File: src/rtl/event_stretch.sv
// Event stretcher: turns single-cycle EV strobes into 2^DELAY-cycle high pulses, each followed
// by at least 2^DELAY low cycles. Optional retrigger via EVENT_STRETCH_RETRIGGER_EN.
module event_stretch #(
    parameter int unsigned DELAY  = 16,
    parameter int unsigned PEND_W = 4
) (
    input  logic              CLK,
    input  logic              RST,
    input  logic              EV,
    input  logic              OVF_clr,
    output logic              OUT_state,
    output logic              OUT_down,
    output logic              OUT_up,
    output logic              BUSY,
    output logic [PEND_W-1:0] PEND,
    output logic              OVF
);

    typedef enum logic [1:0] {StIdle, StOn, StOff} state_e;

    localparam logic [DELAY-1:0]  CntOne  = DELAY'(1);
    localparam logic [PEND_W-1:0] PendOne = PEND_W'(1);

    state_e            state_q, state_d;
    logic [DELAY-1:0]  cnt_q, cnt_d;
    logic              out_q, out_d;
    logic [PEND_W-1:0] pend_q, pend_d;
    logic              ovf_q, ovf_d;

    logic cnt_max;
    logic start;
    logic retrig;
    logic ev_queue;
    logic ovf_set;

    assign cnt_max = &cnt_q;

`ifdef EVENT_STRETCH_RETRIGGER_EN
    // An event during the high phase extends it instead of being queued.
    assign retrig = (state_q == StOn) & EV;
`else
    assign retrig = 1'b0;
`endif

    assign ev_queue = EV & ~retrig;
    assign start    = ((state_q == StIdle) | ((state_q == StOff) & cnt_max)) &
                      (EV | (|pend_q));

    always_comb begin
        state_d = state_q;
        cnt_d   = cnt_q;
        out_d   = out_q;
        unique case (state_q)
            StIdle: begin
                if (start) begin
                    state_d = StOn;
                    out_d   = 1'b1;
                    cnt_d   = '0;
                end
            end
            StOn: begin
                cnt_d = cnt_q + CntOne;
                if (retrig) begin
                    cnt_d = '0;
                end else if (cnt_max) begin
                    state_d = StOff;
                    out_d   = 1'b0;
                    cnt_d   = '0;
                end
            end
            StOff: begin
                cnt_d = cnt_q + CntOne;
                if (cnt_max) begin
                    cnt_d = '0;
                    if (start) begin
                        state_d = StOn;
                        out_d   = 1'b1;
                    end else begin
                        state_d = StIdle;
                        out_d   = 1'b0;
                    end
                end
            end
            default: begin
                state_d = StIdle;
                out_d   = 1'b0;
                cnt_d   = '0;
            end
        endcase
    end

    // Saturating queue: a new event with no concurrent start is dropped once full.
    always_comb begin
        pend_d  = pend_q;
        ovf_set = 1'b0;
        if (ev_queue && !start) begin
            if (&pend_q) begin
                ovf_set = 1'b1;
            end else begin
                pend_d = pend_q + PendOne;
            end
        end else if (!ev_queue && start) begin
            pend_d = pend_q - PendOne;
        end
        ovf_d = ovf_q;
        if (ovf_set) begin
            ovf_d = 1'b1;
        end else if (OVF_clr) begin
            ovf_d = 1'b0;
        end
    end

    always_ff @(posedge CLK or posedge RST) begin
        if (RST) begin
            state_q <= StIdle;
            cnt_q   <= '0;
            out_q   <= 1'b0;
            pend_q  <= '0;
            ovf_q   <= 1'b0;
        end else begin
            state_q <= state_d;
            cnt_q   <= cnt_d;
            out_q   <= out_d;
            pend_q  <= pend_d;
            ovf_q   <= ovf_d;
        end
    end

    assign OUT_state = out_q;
    assign OUT_down  = start;
    assign OUT_up    = (state_q == StOn) & cnt_max & ~retrig;
    assign BUSY      = (state_q != StIdle);
    assign PEND      = pend_q;
    assign OVF       = ovf_q;

endmodule

File: config.mk
export PLATFORM = sky130hd
export DESIGN_NAME = event_stretch
export DESIGN_NICKNAME = d
export VERILOG_FILES = /design/src/rtl/event_stretch.sv
export SDC_FILE = /design/constraint.sdc
export NUM_CORES = 1
export LEC_CHECK = 0
export CORE_UTILIZATION = 35
export DETAILED_ROUTE_END_ITERATION = 10
export GPL_TIMING_DRIVEN = 0
export PLACE_DENSITY = 0.64
export SLEW_MARGIN = 40
export SYNTH_ARGS = -nofsm -noshare
export SYNTH_HDL_FRONTEND = slang
export SYNTH_SLANG_ARGS = --single-unit
File: constraint.sdc
create_clock -name CLK -period 2.1 [get_ports CLK]
set_input_delay 0.63 -clock CLK [delete_from_list [all_inputs] [get_ports CLK]]
set_output_delay 0.63 -clock CLK [all_outputs]
set_load 0.1 [all_outputs]
==> impl_metrics.py <==
metrics = {
    "run_status": {
        "status": "complete, but fails checks",
        "violations": "setup timing",
    },
    "power_and_ir_drop": {
        "pwr-share-clk_pct": 11.9,
        "design_power_total_w": 0.002361,
        "internal-power_w": 0.001153,
        "ir_drop_mv": 0.6574,
        "swShare_pct": 51.17,
        "power_leakage_nw": 0.8719,
        "p_switching_w": 0.001208,
        "p_per_area_nw_per_um2": 1217,
        "combPwrFrac_pct": 62.5,
        "seqPwrFrac_pct": 25.6,
    },
    "yosys": {
        "synth_compound_area_share_pct": 11.40,
        "seq_area_frac_synth_pct": 40.85,
        "syn_nets": 176,
        "synth-simple-area-share_pct": 30.55,
        "synthMuxAreaShare_pct": 2.043,
        "synth_seq_cells": 24,
        "synth_cells": 166,
        "ys_warn_count": 0,
        "synthXorXnorAreaFrac_pct": 5.957,
        "synth_fa_ha_area_share_pct": 5.106,
        "synth_top_family_by_area": "simple AND/OR/NAND/NOR gates",
        "synth_area_leaders": "dfrtp_1 (41%), ha_1 (5.1%), nand4_1 (4.7%), nor2_1 (4.3%), xor2_1 (3.6%)",
        "syn_area_sq_um": 1470,
        "synth_top_cell_by_area": "dfrtp_1",
        "yosys.cell_types.count": 38,
        "syn_avg_cell_area_sq_um": 8.856,
        "synth.top_cell.area_share_pct": 40.85,
    },
    "worst_setup_path": {
        "required_ps": 1470,
        "worstSetupPathType": "input pin to primary output",
        "critical_path.top_delay_family": "simple AND/OR/NAND/NOR gates",
        "critPathBufInv": 2,
        "crit_fanout": 5,
        "critPathMaxStageDelay_ps": 420,
        "crit_arrival_ps": 1780,
        "cpMaxStageDelayCell": "or3_4",
        "cp_cell_sequence": "dlygate4sd2_1 > or3_4 > nor3_4 > nor2_4 > buf_12",
        "cp-start-kind": "input pin",
        "endpoint_kind": "primary output",
    },
    "floorplan": {
        "die_y_um": 66.81,
        "core_area_sq_um": 4029,
        "die_x_um": 66.81,
        "initial_core_util_pct": 36.49,
        "rows": 23,
        "dieArea_sq_um": 4464,
        "io_pins": 13,
    },
    "sta": {
        "worst_pin_slew_ps": 683.9,
        "fin_crit_ps": 2405,
        "finalWorstSetupSlack_ps": -305.2,
        "rsz0062_at_grt": "yes",
        "finalMaxSlewViolations": 0,
        "whs_ps": 496.4,
        "fmax_mhz": 415.8,
        "relSlewSlack_pct": 54.06,
        "finalHoldViolCount": 0,
        "fin_crit_sh_pct": 114.5,
        "setup_viol": 4,
        "clock_skew_ps": 12.73,
    },
    "routing": {
        "ant_nets": 0,
        "avgRoutedWirePerCell_um": 12.80,
        "drt-pass1-iter-count": 4,
        "routed_wl_um": 3264,
        "via_count": 1303,
        "drt-initial-drc-count": 83,
        "drt-vias-per-instance": 5.110,
        "remaining_drc_errors": 0,
    },
    "global_routing": {
        "grt_max_degree": 25,
        "antenna_found_initial": 0,
        "grt_pass1_vias": 1157,
        "grt.total_usage_pct": 16.61,
        "grt_pass1_wl_um": 5602,
        "overflow": 0,
    },
    "cts": {
        "clock-sinks": 24,
        "cts_tree": "built",
        "cts-hold-fix-buffers": 0,
        "ctsLongestPathBuffers": 2,
        "root_buffer": "clkbuf_8",
        "clk_pin_slew_ps": 90,
        "clk_latency_ps": 270,
        "numCtsBuffers": 3,
        "htree_levels": 1,
    },
    "finish": {
        "finalInstanceArea_sq_um": 1939,
        "final_cell_mix": "buf_4 (23), dfrtp_1 (20), nor2_1 (16)",
        "diodes": 0,
        "final_common_cell": "buf_4",
        "post-route-util_pct": 48.14,
        "drive_gt1_share_pct": 26.34,
        "synthToLayoutAreaGrowth_pct": 31.91,
        "nets": 216,
    },
    "flow_run": {
        "maxCapViolations": 0,
    },
    "hold_path": {
        "hp-class": "flop to flop",
    },
    "placement": {
        "gp_congestion": 0.8178,
        "io_buffers": 12,
        "post-dp-hpwl_um": 2087,
        "placed_cell_area_sq_um": 1633,
    },
}
## timing repair
item,in CTS,in global routing
pin swaps,7,4
setup buffers,13,11
gates resized for setup,21,4
endpoints found under the setup margin,21,21
## routing by layer
layer  wire length [um]  vias to the layer above  track usage (%)
li1                   -                      675                -
met1               1664                      601            25.21
met2               1443                       23            23.48
met3                110                        4            1.712
met4                 46                        0            6.649
met5                  0                        -                0
## worst paths after layout
path                                       start               endpoint  slack, ps  cells after the start
setup / recovery                              EV               OUT_down       -310                      5
hold / removal             OUT_state$_DFFE_PP0P_  OUT_state$_DFFE_PP0P_        500                      1
setup reg to reg            cnt_q[0]$_DFFE_PP0P_    PEND[1]$_DFFE_PP0P_       -200                     11
hold reg to reg            OUT_state$_DFFE_PP0P_  OUT_state$_DFFE_PP0P_        500                      1
max in group asynchronous                    RST    PEND[0]$_DFFE_PP0P_       1020                      2
min in group asynchronous                    RST        OVF$_DFFE_PP0P_        710                      2
## through the flow
step                      cells  TNS [ps]  worst slack, ps
final                       255    -897.8           -305.2
after global routing        255     -1519           -348.3
after global placement      228    -11230            -1536
after floorplan             166    -851.0           -414.9
after CTS                   245     -1626           -488.2
after detailed placement    228     -9569           -877.3
## cell type report
class	instances	area (sq um)
clock buffers	4	45.04
repair buffers	36	294.0
fillers	390	2090
flip-flops and latches	24	605.6
plain buffers	7	35.03
well taps	50	62.56
multi-input cells	127	870.8
inverters	7	26.28
## power groups by stage
stage          registers [W]  logic [W]  clock network, W
2_1_floorplan       0.000923   0.000706                 0
3_3_place_gp        0.000609    0.00129                 0
3_5_place_dp        0.000611    0.00122                 0
4_1_cts             0.000598    0.00145          0.000295
5_1_grt             0.000615    0.00159          0.000312
6_report            0.000605    0.00147          0.000281
## sequential cells by signal, summed over array words and instances, names as in the netlist
register / cells
OVF: 1
PEND: 4
OUT_state: 1
state_q: 2
cnt_q: 16
## Yosys cell counts
| cell | number |
|---|---|
| xnor2_1 | 4 |
| o22ai_1 | 1 |
| and3_1 | 3 |
| nor2_2 | 1 |
| nor4_4 | 1 |
| a21o_1 | 2 |
| xor2_1 | 6 |
| o41ai_1 | 1 |
| nand3b_1 | 1 |
| o22a_1 | 1 |
| nor4_1 | 2 |
| inv_1 | 7 |
| nor2b_1 | 5 |
| buf_2 | 3 |
| clkbuf_1 | 5 |
| nand4_1 | 11 |
| nand2_1 | 13 |
| nor2_1 | 17 |
| o21ai_0 | 10 |
| a21oi_1 | 5 |
| mux2i_1 | 3 |
| nand4b_1 | 1 |
| a2bb2oi_1 | 1 |
| a31oi_1 | 2 |
| a21oi_2 | 1 |
| nand3_1 | 9 |
| and2_1 | 3 |
| nor3_1 | 4 |
| dfrtp_1 | 24 |
| nand2b_1 | 2 |
| nand4_2 | 1 |
| or4_1 | 2 |
| a41oi_1 | 1 |
| or4b_1 | 1 |
| and4_1 | 1 |
| or3_1 | 3 |
| o31ai_1 | 2 |
| ha_1 | 6 |
## logic make-up (layout without fill, tap and decap cells)
group / Yosys count / after routing
and+or+nand+nor: 81 / 81
xor gates and xnor gates: 10 / 10
muxes: 3 / 3
AOI/OAI and AO/OA: 27 / 27
adders and majority gates: 6 / 6
DFF: 24 / 24
buffers and inverters: 15 / 54
No activity file was read; power rests on OpenSTA's default activity.
